[config.mk]
export PLATFORM = sky130hd
export DESIGN_NAME = alu_sequencer
export DESIGN_NICKNAME = d
export VERILOG_FILES = /design/src/rtl/alu_sequencer.sv
export SDC_FILE = /design/constraint.sdc
export NUM_CORES = 1
export LEC_CHECK = 0
export ABC_AREA = 1
export CAP_MARGIN = 40
export CORE_MARGIN = 3
export CORE_UTILIZATION = 50
export DETAILED_ROUTE_END_ITERATION = 7
export PLACE_DENSITY = 0.7
export SLEW_MARGIN = 40
export SYNTH_ARGS = -nofsm -noshare
export SYNTH_HDL_FRONTEND = slang
export SYNTH_SLANG_ARGS = --single-unit
[constraint.sdc]
create_clock -name clk -period 5.2 [get_ports clk]
set_input_delay 1.3 -clock clk [delete_from_list [all_inputs] [get_ports clk]]
set_output_delay 1.3 -clock clk [all_outputs]
set_load 0.02 [all_outputs]
[src/rtl/alu_sequencer.sv]
// alu_sequencer -- two-cycle (fetch/execute) program sequencer that issues
// control/operand pairs to the accumulator ALU from a small loadable
// instruction memory and branches on the flags the ALU returns.
//
// Instruction word (WIDTH+4 bits): [WIDTH+3] br, [WIDTH+2:WIDTH] op3,
// [WIDTH-1:0] imm.  br=0 issues op3/imm to the ALU; br=1 is a branch whose
// condition is op3 (JMP, JC, JZ, JV, JN, NOP, NOP, HALT) and whose target
// is imm[AW-1:0].
//
// Ports:
//   clk          sole clock, rising edge
//   reset        asynchronous, active-high; program memory is not cleared
//   start        single-cycle run request (honoured in IDLE/DONE only)
//   prog_we      program memory write strobe (honoured in IDLE/DONE only)
//   prog_addr    program memory write address
//   prog_wdata   instruction word to write
//   alu_flags    {carry, zero, overflow, sign} from the ALU
//   alu_ctrl     ALU control code, HOLD unless executing an ALU op
//   alu_operand  ALU data input, 0 unless executing an ALU op
//   busy         high in FETCH/EXEC
//   done         high in DONE
//   timeout      watchdog expiry (always 0 without the watchdog)
//   pc           current program counter
//
// Build option: define ALU_SEQ_WATCHDOG_EN to add a 16-bit executed-
// instruction watchdog that forces DONE with timeout=1 after 65535
// instructions without HALT.
module alu_sequencer #(
  parameter int WIDTH = 8,
  parameter int AW    = 4
) (
  input  logic             clk,
  input  logic             reset,
  input  logic             start,
  input  logic             prog_we,
  input  logic [AW-1:0]    prog_addr,
  input  logic [WIDTH+3:0] prog_wdata,
  input  logic [3:0]       alu_flags,
  output logic [2:0]       alu_ctrl,
  output logic [WIDTH-1:0] alu_operand,
  output logic             busy,
  output logic             done,
  output logic             timeout,
  output logic [AW-1:0]    pc
);

  typedef enum logic [1:0] {
    S_IDLE,
    S_FETCH,
    S_EXEC,
    S_DONE
  } state_t;

  localparam logic [2:0] OP_HOLD  = 3'd0;
  localparam logic [2:0] BR_JMP   = 3'd0;
  localparam logic [2:0] BR_JC    = 3'd1;
  localparam logic [2:0] BR_JZ    = 3'd2;
  localparam logic [2:0] BR_JV    = 3'd3;
  localparam logic [2:0] BR_JN    = 3'd4;
  localparam logic [2:0] BR_HALT  = 3'd7;

  state_t             state;
  state_t             state_next;
  logic [AW-1:0]      pc_next;
  logic [WIDTH+3:0]   ir;
  logic [WIDTH+3:0]   mem [2**AW];

  logic               ir_br;
  logic [2:0]         ir_op;
  logic [WIDTH-1:0]   ir_imm;
  logic               is_halt;
  logic               taken;
  logic               idle_or_done;

  assign ir_br   = ir[WIDTH+3];
  assign ir_op   = ir[WIDTH+2:WIDTH];
  assign ir_imm  = ir[WIDTH-1:0];
  assign is_halt = ir_br && (ir_op == BR_HALT);

  assign idle_or_done = (state == S_IDLE) || (state == S_DONE);
  assign busy         = (state == S_FETCH) || (state == S_EXEC);
  assign done         = (state == S_DONE);

  // Branch condition; codes 5 and 6 are NOPs and HALT is handled separately.
  always_comb begin
    taken = 1'b0;
    case (ir_op)
      BR_JMP:  taken = 1'b1;
      BR_JC:   taken = alu_flags[3];
      BR_JZ:   taken = alu_flags[2];
      BR_JV:   taken = alu_flags[1];
      BR_JN:   taken = alu_flags[0];
      default: taken = 1'b0;
    endcase
  end

`ifdef ALU_SEQ_WATCHDOG_EN
  logic [15:0] wd_cnt;
  logic        wd_expire;
  logic        timeout_q;
`endif

  always_comb begin
    state_next  = state;
    pc_next     = pc;
    alu_ctrl    = OP_HOLD;
    alu_operand = '0;
`ifdef ALU_SEQ_WATCHDOG_EN
    wd_expire   = 1'b0;
`endif
    case (state)
      S_IDLE, S_DONE: begin
        if (start) begin
          state_next = S_FETCH;
          pc_next    = '0;
        end
      end
      S_FETCH: state_next = S_EXEC;
      S_EXEC: begin
        if (!ir_br) begin
          // The ALU samples this pair on the edge that ends EXEC.
          alu_ctrl    = ir_op;
          alu_operand = ir_imm;
          pc_next     = pc + AW'(1);
          state_next  = S_FETCH;
        end else if (is_halt) begin
          state_next = S_DONE;
        end else begin
          pc_next    = taken ? ir_imm[AW-1:0] : pc + AW'(1);
          state_next = S_FETCH;
        end
`ifdef ALU_SEQ_WATCHDOG_EN
        // This EXEC is the 65535th executed instruction.
        if (!is_halt && (wd_cnt == 16'hFFFE)) begin
          wd_expire  = 1'b1;
          state_next = S_DONE;
          pc_next    = pc;
        end
`endif
      end
      default: state_next = S_IDLE;
    endcase
  end

  always_ff @(posedge clk or posedge reset) begin
    if (reset) begin
      state <= S_IDLE;
      pc    <= '0;
      ir    <= '0;
    end else begin
      state <= state_next;
      pc    <= pc_next;
      if (state == S_FETCH) ir <= mem[pc];
    end
  end

  // Program memory survives reset; writes are locked out while running.
  always_ff @(posedge clk) begin
    if (prog_we && idle_or_done) mem[prog_addr] <= prog_wdata;
  end

`ifdef ALU_SEQ_WATCHDOG_EN
  always_ff @(posedge clk or posedge reset) begin
    if (reset) begin
      wd_cnt    <= '0;
      timeout_q <= 1'b0;
    end else if (idle_or_done && start) begin
      wd_cnt    <= '0;
      timeout_q <= 1'b0;
    end else begin
      if (state == S_EXEC) wd_cnt <= wd_cnt + 16'd1;
      if (wd_expire) timeout_q <= 1'b1;
    end
  end
  assign timeout = timeout_q;
`else
  assign timeout = 1'b0;
`endif

endmodule
==> impl_metrics.env, run 1 <==
export IMPL_grt_pass1_vias=5865
export IMPL_grt_setup_unrepaired="false"
export IMPL_timing_worst_setup_path_type="register to output port"
export IMPL_mappedNetlistArea_um2=9479
export IMPL_route_vias_total=6353
export IMPL_setup_viol=0
export IMPL_synth_distinct_cells=21
export IMPL_cp_arrival_ns=2.17
export IMPL_start_kind="register"
export IMPL_first_pass_iteration_count_of_the_detailed_router=5
export IMPL_initial_core_util=0.5188
export IMPL_worstPathRequired_ns=3.90
export IMPL_hold_viol_final=0
export IMPL_synthesis_area_per_instance_um2=9.722
export IMPL_area_of_the_multi_input_gates_um2=2321
export IMPL_die_area_um2=20650
export IMPL_worst_slack_ns=1.727
export IMPL_cts_repair_resize_count=0
export IMPL_dpl_worst_slack_ns=1.876
export IMPL_place_hpwl_um=12780
export IMPL_tritoncts="done"
export IMPL_critPathTopFamily="buffers and inverters"
export IMPL_timing_critical_path_to_type="output port"
export IMPL_critical_path_cell_chain="inv_1 > ha_1 > nand2_1 > nor2_1 > clkdlybuf4s50_1"
export IMPL_fmax_ghz=0.2879
export IMPL_final_min_period_over_clock_period=0.6679
export IMPL_postSynthCellCount=975
export IMPL_drt_wl_total_um=20870
export IMPL_n_antenna_cell=0
export IMPL_maxCapViolations=0
export IMPL_p_per_area_nw_per_um2=464.3
export IMPL_outcome="finished clean"
export IMPL_post_cts_buffers=0
export IMPL_dieHeight_um=143.7
export IMPL_cts_sinks=210
export IMPL_hp_class="register to register"
export IMPL_grt_start_max_net_pins=83
export IMPL_cts_inserted_buffers=23
export IMPL_final_common_cell="nand2_1"
export IMPL_mappedNetlistNets=1003
export IMPL_area_growth_syn_to_layout_pct=11.89
export IMPL_global_placement_routability_congestion=0.8488
export IMPL_cpMaxStageDelayCell="clkdlybuf4s50_1"
export IMPL_htree_num_levels=1
export IMPL_placeableCoreArea_um2=18270
export IMPL_maxSlewViolCount=0
export IMPL_slew_headroom=0.4161
export IMPL_drive_above_1_share=0.06201
export IMPL_ctsLongestPathBuffers=3
export IMPL_cts_hold_buffers_added=0
export IMPL_crit_fanout=10
export IMPL_global_route_usage_total=0.2054
export IMPL_timing_reg2reg_setup_slack_ns=2.95
export IMPL_floorplan_die_width_um=143.7
export IMPL_vdd_drop_max_mv=0.2705
export IMPL_detail_route_antenna_nets=0
export IMPL_grt_antenna_before_repair=0
export IMPL_final_worst_hold_slack_ns=0.4767
export IMPL_crit_path_max_incr_delay_ns=0.61
export IMPL_pin_count=42
export IMPL_worstPathBufferInverterCount=2
export IMPL_layout_filler_cells=1548
export IMPL_number_of_flip_flops_and_latches_in_the_synthesized_netlist=210
export IMPL_clock_latency_reported_for_the_late_side_of_the_worst_skew_pair_ns=0.50
export IMPL_detail_route_drc_violations=0
export IMPL_finalCriticalPeriod_ns=3.473
export IMPL_register_area_um2=6225
export IMPL_layout_cells_most_common_list="346 x nand2_1, 192 x edfxtp_1, 182 x inv_1, 135 x nand3_1, 39 x clkdlybuf4s50_1"
export IMPL_tns_ns=0
export IMPL_static_leakage_power_nw=4.659
export IMPL_routedWlPerCell_um=16.76
export IMPL_placement_io_buffers=40
export IMPL_worst_setup_hold_path_clk_slew_ns=0.06
export IMPL_ctsRootBufferMaster="clkbuf_16"
export IMPL_synthesis_yosys_warnings=0
export IMPL_first_iter_violations=704
export IMPL_grt_pass1_wl_um=31950
export IMPL_transition_time_at_the_pin_with_the_least_slew_margin_ns=0.8732
export IMPL_finalNetCount=1029
export IMPL_synth_seq_area_share=0.6558
export IMPL_fp_row_count=49
export IMPL_detail_route_vias_per_cell=5.103
export IMPL_overflow=0
export IMPL_final_setup_skew_ns=0.008464
## routing by layer
layer / vias to the layer above / track usage / share of wire / routed length, um
met2: 218 / 0.3224 / 0.46 / 9679
met5: - / 0 / 0 / 0
met3: 47 / 0.02862 / 0.067 / 1391
met1: 2975 / 0.2980 / 0.44 / 9184
li1: 3113 / - / - / -
met4: 0 / 0.06938 / 0.030 / 617
## state kept, by name, summed over array words and instances, names as in the netlist
register and flops:
pc 4, ir 12, mem 192, state 2
## synth_stat cells
library cell | count | share of area
dfrtp_1 | 18 | 0.048
clkbuf_1 | 5 | 0.0020
xor2_1 | 1 | 0.00092
inv_2 | 3 | 0.0012
a21oi_1 | 2 | 0.0011
buf_2 | 14 | 0.0074
edfxtp_1 | 192 | 0.61
conb_1 | 1 | 0.00040
buf_4 | 12 | 0.0095
nand4_1 | 1 | 0.00066
nand2_1 | 346 | 0.14
ha_1 | 4 | 0.0053
o21ai_0 | 6 | 0.0032
buf_1 | 2 | 0.00079
xnor2_1 | 1 | 0.00092
nand3_1 | 135 | 0.071
inv_1 | 182 | 0.072
or2_2 | 11 | 0.0073
nor2_1 | 27 | 0.011
or2_0 | 3 | 0.0020
buf_6 | 9 | 0.011
## power by group
group	switching, mW	internal (mW)
registers	0.169	1.96
clock network	0.603	0.807
logic	0.950	0.436
## worst register-to-register path, stage by stage (launching register included)
cell and delay (ns):
dfrtp_1 0.38, inv_1 0.07, ha_1 0.29, nand2_1 0.12, inv_1 0.14, nand3_1 0.25
nor2_2 0.63
## through the flow
stage | cells | total power, mW | utilization | cell area [um^2]
floorplan | 975 | 3.106 | - | 9479
global placement | 1204 | 3.507 | 0.5418 | 9898
detailed placement | 1204 | 3.532 | 0.5443 | 9945
CTS | 1244 | 4.936 | 0.5795 | 10590
global route | 1245 | 5.204 | 0.5805 | 10610
finish | 1245 | 4.925 | 0.5805 | 10610
## cell families after synthesis
logic type | count (synthesis) | share of synthesized area
AO/OA/AOI/OAI | 8 | 0.004224
XOR/XNOR | 2 | 0.001848
adder cells (fa/ha/maj) | 4 | 0.005280
buffers and inverters | 227 | 0.1036
flip-flops | 210 | 0.6558
other | 1 | 0.0003956
AND/OR/NAND/NOR | 523 | 0.2289
## path summary, 6_finish.rpt
check                              end  startpoint  depth (start not counted)
setup reg to reg            mem[5][10]    state[0]                          6
setup / recovery           alu_ctrl[0]    state[0]                          5
min in group asynchronous        ir[6]       reset                          2
hold / removal                   ir[2]       ir[2]                          2
hold reg to reg                  ir[2]       ir[2]                          2
max in group asynchronous        pc[1]       reset                          2
## cell type report
type / count / share of cell area
clock buffers: 30 / 0.05674
clock inverters: 10 / 0.003893
inverters: 185 / 0.06571
multi-input cells: 538 / 0.2188
flip-flops and latches: 210 / 0.5869
well taps: 229 / 0.02701
repair buffers: 43 / 0.04093
(Power assumes the default switching activity.)
==> run 2: changes to the inputs <==
clock period = 3.6 ns   (was 5.2 ns; I/O delays follow)
==> run 2 against run 1 <==
Net effect:
- final area grew 1.4%
- sequential share of layout area shrank 0.86 points
- die area is the same
- largest power group unchanged
- via count grew 1.0%
- total power grew 46%
==> impl_metrics.env, run 2 (same netlist as run 1, synthesis figures left out) <==
export IMPL_netSwitchingFraction=0.3434
export IMPL_place_hpwl_um=12890
export IMPL_first_iter_violations=611
export IMPL_grt_pass1_vias=6241
export IMPL_netSwitchingPower_mw=2.475
export IMPL_finish_cell_count_without_fillers=1263
export IMPL_fmax_ghz=0.3243
export IMPL_detail_route_vias_per_cell=5.082
export IMPL_route_vias_total=6419
export IMPL_n_antenna_cell=0
export IMPL_area_growth_syn_to_layout_pct=13.49
export IMPL_finalCriticalPeriod_ns=3.083
export IMPL_outcome="finished clean"
export IMPL_grt_antenna_before_repair=0
export IMPL_cts_inserted_buffers=22
export IMPL_clock_share_of_power=0.294
export IMPL_die_area_um2=20650
export IMPL_hold_viol_final=0
export IMPL_slew_headroom=0.4412
export IMPL_drt_wl_total_um=20880
export IMPL_dieHeight_um=143.7
export IMPL_routedWlPerCell_um=16.53
export IMPL_floorplan_die_width_um=143.7
export IMPL_maxCapViolations=0
export IMPL_cts_hold_buffers_added=0
export IMPL_cts_sinks=210
export IMPL_final_min_period_over_clock_period=0.8565
export IMPL_grt_start_max_net_pins=112
export IMPL_start_kind="register"
export IMPL_setup_viol=0
export IMPL_dpl_worst_slack_ns=0.8414
export IMPL_post_cts_buffers=0
export IMPL_clock_latency_reported_for_the_late_side_of_the_worst_skew_pair_ns=0.50
export IMPL_tritoncts="done"
export IMPL_vdd_drop_max_mv=0.3677
export IMPL_final_common_cell="nand2_1"
export IMPL_drive_above_1_share=0.06673
export IMPL_crit_fanout=10
export IMPL_placed_cells_incl_taps=1223
export IMPL_layout_cells_most_common_list="346 x nand2_1, 192 x edfxtp_1, 182 x inv_1, 135 x nand3_1, 39 x clkdlybuf4s50_1"
export IMPL_worst_setup_hold_path_clk_slew_ns=0.06
export IMPL_first_pass_iteration_count_of_the_detailed_router=5
export IMPL_global_placement_routability_congestion=0.8432
export IMPL_totalPowerFinal_mw=7.209
export IMPL_transition_time_at_the_pin_with_the_least_slew_margin_ns=0.8355
export IMPL_detail_route_antenna_nets=0
export IMPL_static_leakage_power_nw=4.794
export IMPL_largest_register_ffs=192
export IMPL_grt_pass1_wl_um=33420
export IMPL_p_per_area_nw_per_um2=670.1
export IMPL_finalNetCount=1048
export IMPL_top_register="mem"
export IMPL_initial_core_util=0.5188
export IMPL_cellInternalPower_mw=4.733
export IMPL_htree_num_levels=1
export IMPL_worst_slack_ns=0.5167
export IMPL_ctsLongestPathBuffers=3
export IMPL_ctsRootBufferMaster="clkbuf_16"
export IMPL_maxSlewViolCount=0
export IMPL_cts_repair_resize_count=0
export IMPL_final_setup_skew_ns=0.01247
export IMPL_detail_route_drc_violations=0
export IMPL_placement_stage_cell_area_um2=10050
export IMPL_stdcell_area_um2=10760
export IMPL_global_route_usage_total=0.2117
export IMPL_power_share_combinational=0.300
export IMPL_timing_worst_setup_path_type="register to output port"
export IMPL_pin_count=42
export IMPL_reg_largest_list="mem (192), ir (12), pc (4)"
export IMPL_tns_ns=0
export IMPL_placeableCoreArea_um2=18270
export IMPL_hp_class="register to register"
export IMPL_timing_critical_path_to_type="output port"
export IMPL_cp_arrival_ns=2.18
export IMPL_grt_setup_unrepaired="false"
export IMPL_placement_io_buffers=40
export IMPL_overflow=0
export IMPL_worstPathRequired_ns=2.70
export IMPL_fp_row_count=49
export IMPL_power_share_sequential=0.406
run 2: cell count changes in the layout (fill, tap and decap cells not counted), sizes merged:
| cell | delta |
|---|---|
| bufinv | +1 |
| inv | +1 |
| clkbuf | -1 |
| clkinv | -2 |
| buf | +19 |
run 2: layout make-up:
type | count | area (um^2)
multi-input combinational | 538 | 2281
clock inverter | 10 | 73.82
inverter | 185 | 696.9
sequential | 210 | 6221
clock buffer | 28 | 594.3
fill | 1542 | 7512
timing repair buffer | 63 | 604.3
tap | 229 | 286.5
run 2: final timing paths:
kind / slack (ns) / cells after the start / from / endpoint
hold reg to reg: 0.48 / 2 / ir[3] / ir[3]
setup / recovery: 0.52 / 5 / state[0] / alu_operand[3]
setup reg to reg: 1.45 / 7 / state[0] / mem[11][10]
max in group asynchronous: 2.30 / 2 / reset / pc[0]
min in group asynchronous: 0.80 / 2 / reset / ir[3]
hold / removal: 0.48 / 2 / ir[3] / ir[3]
run 2: stage by stage:
stage / hold WS [ns] / utilization
after floorplan: 0.4491 / -
after global placement: 0.4623 / 0.5496
after detailed placement: 0.4651 / 0.5499
after CTS: 0.4818 / 0.5865
after global routing: 0.5044 / 0.5888
final: 0.4803 / 0.5888
run 2: critical path: stages, from the launching register on:
cell             delay [ns]
dfrtp_1                0.40
inv_1                  0.08
ha_1                   0.24
nand2_1                0.21
nor2_1                 0.14
clkdlybuf4s50_1        0.61
run 2: per-layer routing:
layer	track usage	wire [um]	vias up
met5	0	0	-
met4	0.06046	398	0
met3	0.03428	1365	30
met2	0.3520	10090	216
met1	0.2918	9025	3016
li1	-	-	3157
run 2: power groups by stage:
stage	clock network, mW	registers (mW)	logic [mW]
global route	2.26	2.95	2.44
detailed placement	0	2.98	2.11
global placement	0	2.97	2.09
CTS	2.15	2.93	2.13
floorplan	0	2.96	1.53
finish	2.12	2.93	2.16
==> run 3: changes to the inputs <==
DONT_BUFFER_PORTS = 1   (was default)
PLACE_DENSITY = 0.67   (was 0.7)
==> run 3 against run 2 <==
Net effect:
- first-iteration DRC count shrank 9.5%
- final cell count shrank 3.2%
- fmax grew 14%
- clock skew shrank 0.0063 ns
- hold slack lost 0.073 ns
- sequential share of layout area grew 1.8 points
- sequential power grew 2%
- flip-flop and latch count is the same
- critical path depth shrank 1
- register-to-register slack lost 0.10 ns
- combinational power shrank 11%
- die area is the same
- critical endpoint unchanged
- largest cell class unchanged
==> impl_metrics.env, run 3 (same netlist as run 1, synthesis figures left out) <==
export IMPL_grt_start_max_net_pins=60
export IMPL_htree_num_levels=1
export IMPL_finalNetCount=1006
export IMPL_placement_io_buffers=0
export IMPL_transition_time_at_the_pin_with_the_least_slew_margin_ns=0.7819
export IMPL_n_antenna_cell=0
export IMPL_worstPathRequired_ns=2.70
export IMPL_worst_setup_hold_path_clk_slew_ns=0.06
export IMPL_global_placement_routability_congestion=0.8279
export IMPL_layout_filler_cells=1507
export IMPL_largest_register_ffs=192
export IMPL_grt_setup_unrepaired="false"
export IMPL_cts_inserted_buffers=22
export IMPL_top_register="mem"
export IMPL_grt_pass1_wl_um=33240
export IMPL_clock_latency_reported_for_the_late_side_of_the_worst_skew_pair_ns=0.50
export IMPL_hold_viol_final=0
export IMPL_detail_route_vias_per_cell=5.138
export IMPL_first_pass_iteration_count_of_the_detailed_router=5
export IMPL_worstSetupStartpoint="state[0]"
export IMPL_layout_cells_most_common_list="346 x nand2_1, 192 x edfxtp_1, 182 x inv_1, 135 x nand3_1"
export IMPL_pin_count=42
export IMPL_slew_headroom=0.4788
export IMPL_cts_hold_buffers_added=0
export IMPL_vdd_drop_max_mv=0.3671
export IMPL_cts_repair_resize_count=0
export IMPL_worst_slack_ns=0.8851
export IMPL_route_vias_total=6279
export IMPL_tritoncts="done"
export IMPL_maxCapViolations=0
export IMPL_fmax_ghz=0.3683
export IMPL_floorplan_die_width_um=143.7
export IMPL_initial_core_util=0.5188
export IMPL_area_growth_syn_to_layout_pct=10.02
export IMPL_finalCriticalPeriod_ns=2.715
export IMPL_worstReg2RegStart="pc[0]"
export IMPL_placeableCoreArea_um2=18270
export IMPL_cts_sinks=210
export IMPL_fp_row_count=49
export IMPL_final_setup_skew_ns=0.006175
export IMPL_timing_worst_setup_path_type="register to output port"
export IMPL_final_common_cell="nand2_1"
export IMPL_die_area_um2=20650
export IMPL_ctsLongestPathBuffers=3
export IMPL_grt_antenna_before_repair=0
export IMPL_totalPowerFinal_mw=7.339
export IMPL_first_iter_violations=553
export IMPL_crit_fanout=10
export IMPL_maxSlewViolCount=0
export IMPL_static_leakage_power_nw=4.669
export IMPL_cp_arrival_ns=1.81
export IMPL_hp_class="primary input to asynchronous set/reset pin"
export IMPL_global_route_usage_total=0.2154
export IMPL_outcome="finished clean"
export IMPL_overflow=0
export IMPL_ctsRootBufferMaster="clkbuf_16"
export IMPL_drt_wl_total_um=21650
export IMPL_place_hpwl_um=12860
export IMPL_dieHeight_um=143.7
export IMPL_start_kind="register"
export IMPL_grt_pass1_vias=5880
export IMPL_detail_route_antenna_nets=0
export IMPL_setup_viol=0
export IMPL_dpl_worst_slack_ns=1.250
export IMPL_tns_ns=0
export IMPL_reg_largest_list="mem (192), ir (12), pc (4)"
export IMPL_drive_above_1_share=0.07452
export IMPL_timing_critical_path_to_type="output port"
export IMPL_detail_route_drc_violations=0
export IMPL_routedWlPerCell_um=17.72
export IMPL_post_cts_buffers=0
export IMPL_final_min_period_over_clock_period=0.7541
export IMPL_p_per_area_nw_per_um2=703.7
==> run 3: cell types whose count changed in the layout (fill, tap and decap cells not counted) <==
cell / change
clkinvlp_4: +1
buf_16: -1
nor2_2: +4
clkinv_1: -1
clkdlybuf4s50_1: -39
bufinv_16: +4
nor2_1: -4
inv_6: -1
buf_12: -1
buf_6: -1
clkbuf_1: -2
clkbuf_2: -1
buf_4: +1
==> run 3: final timing paths <==
path	endpoint	slack, ns	cells after the start
max in group asynchronous	pc[0]	2.67	1
worst min-delay path	ir[8]	0.41	1
min in group clk	ir[6]	0.48	2
worst max-delay path	alu_operand[3]	0.89	4
worst max register to register	ir[11]	1.35	9
worst min register to register	ir[6]	0.48	2
==> run 3: worst max-delay path, cell delays in order (launching register included) <==
cell and delay, ns:
dfrtp_1 0.40, inv_1 0.08, ha_1 0.24, nand2_1 0.23, nor2_1 0.38
==> run 3: per-stage QoR <==
step	hold slack [ns]	std cells	area [um^2]	utilization
4_1_cts	0.4204	1222	10430	0.5708
2_1_floorplan	0.4491	975	9479	-
3_5_place_dp	0.4706	1183	9653	0.5284
5_1_grt	0.4442	1222	10430	0.5708
6_report	0.4076	1222	10430	0.5708
3_3_place_gp	0.4642	1183	9641	0.5277
==> run 3: where the power goes <==
part / switching [mW] / leakage (nW) / internal, mW / total, mW
clock: 0.894 / 0.378 / 1.52 / 2.41
sequential: 0.176 / 1.95 / 2.83 / 3.00
combinational: 1.37 / 2.34 / 0.553 / 1.92
==> run 3: cell type report <==
class	instances	area [um^2]	area share
clock inverter	13	188.9	0.01812
tap	229	286.5	0.02747
inverter	185	696.9	0.06683
multi-input combinational	538	2291	0.2197
clock buffer	26	586.8	0.05627
sequential	210	6221	0.5965
timing repair buffer	21	157.7	0.01512
==> run 3: routing by layer <==
metal / track usage / part of all wire / wire length [um] / vias to the layer above
met2: 0.3490 / 0.46 / 10070 / 255
li1: - / - / - / 3073
met3: 0.04126 / 0.085 / 1835 / 24
met1: 0.3071 / 0.43 / 9374 / 2927
met5: 0 / 0 / 0 / -
met4: 0.04708 / 0.017 / 374 / 0
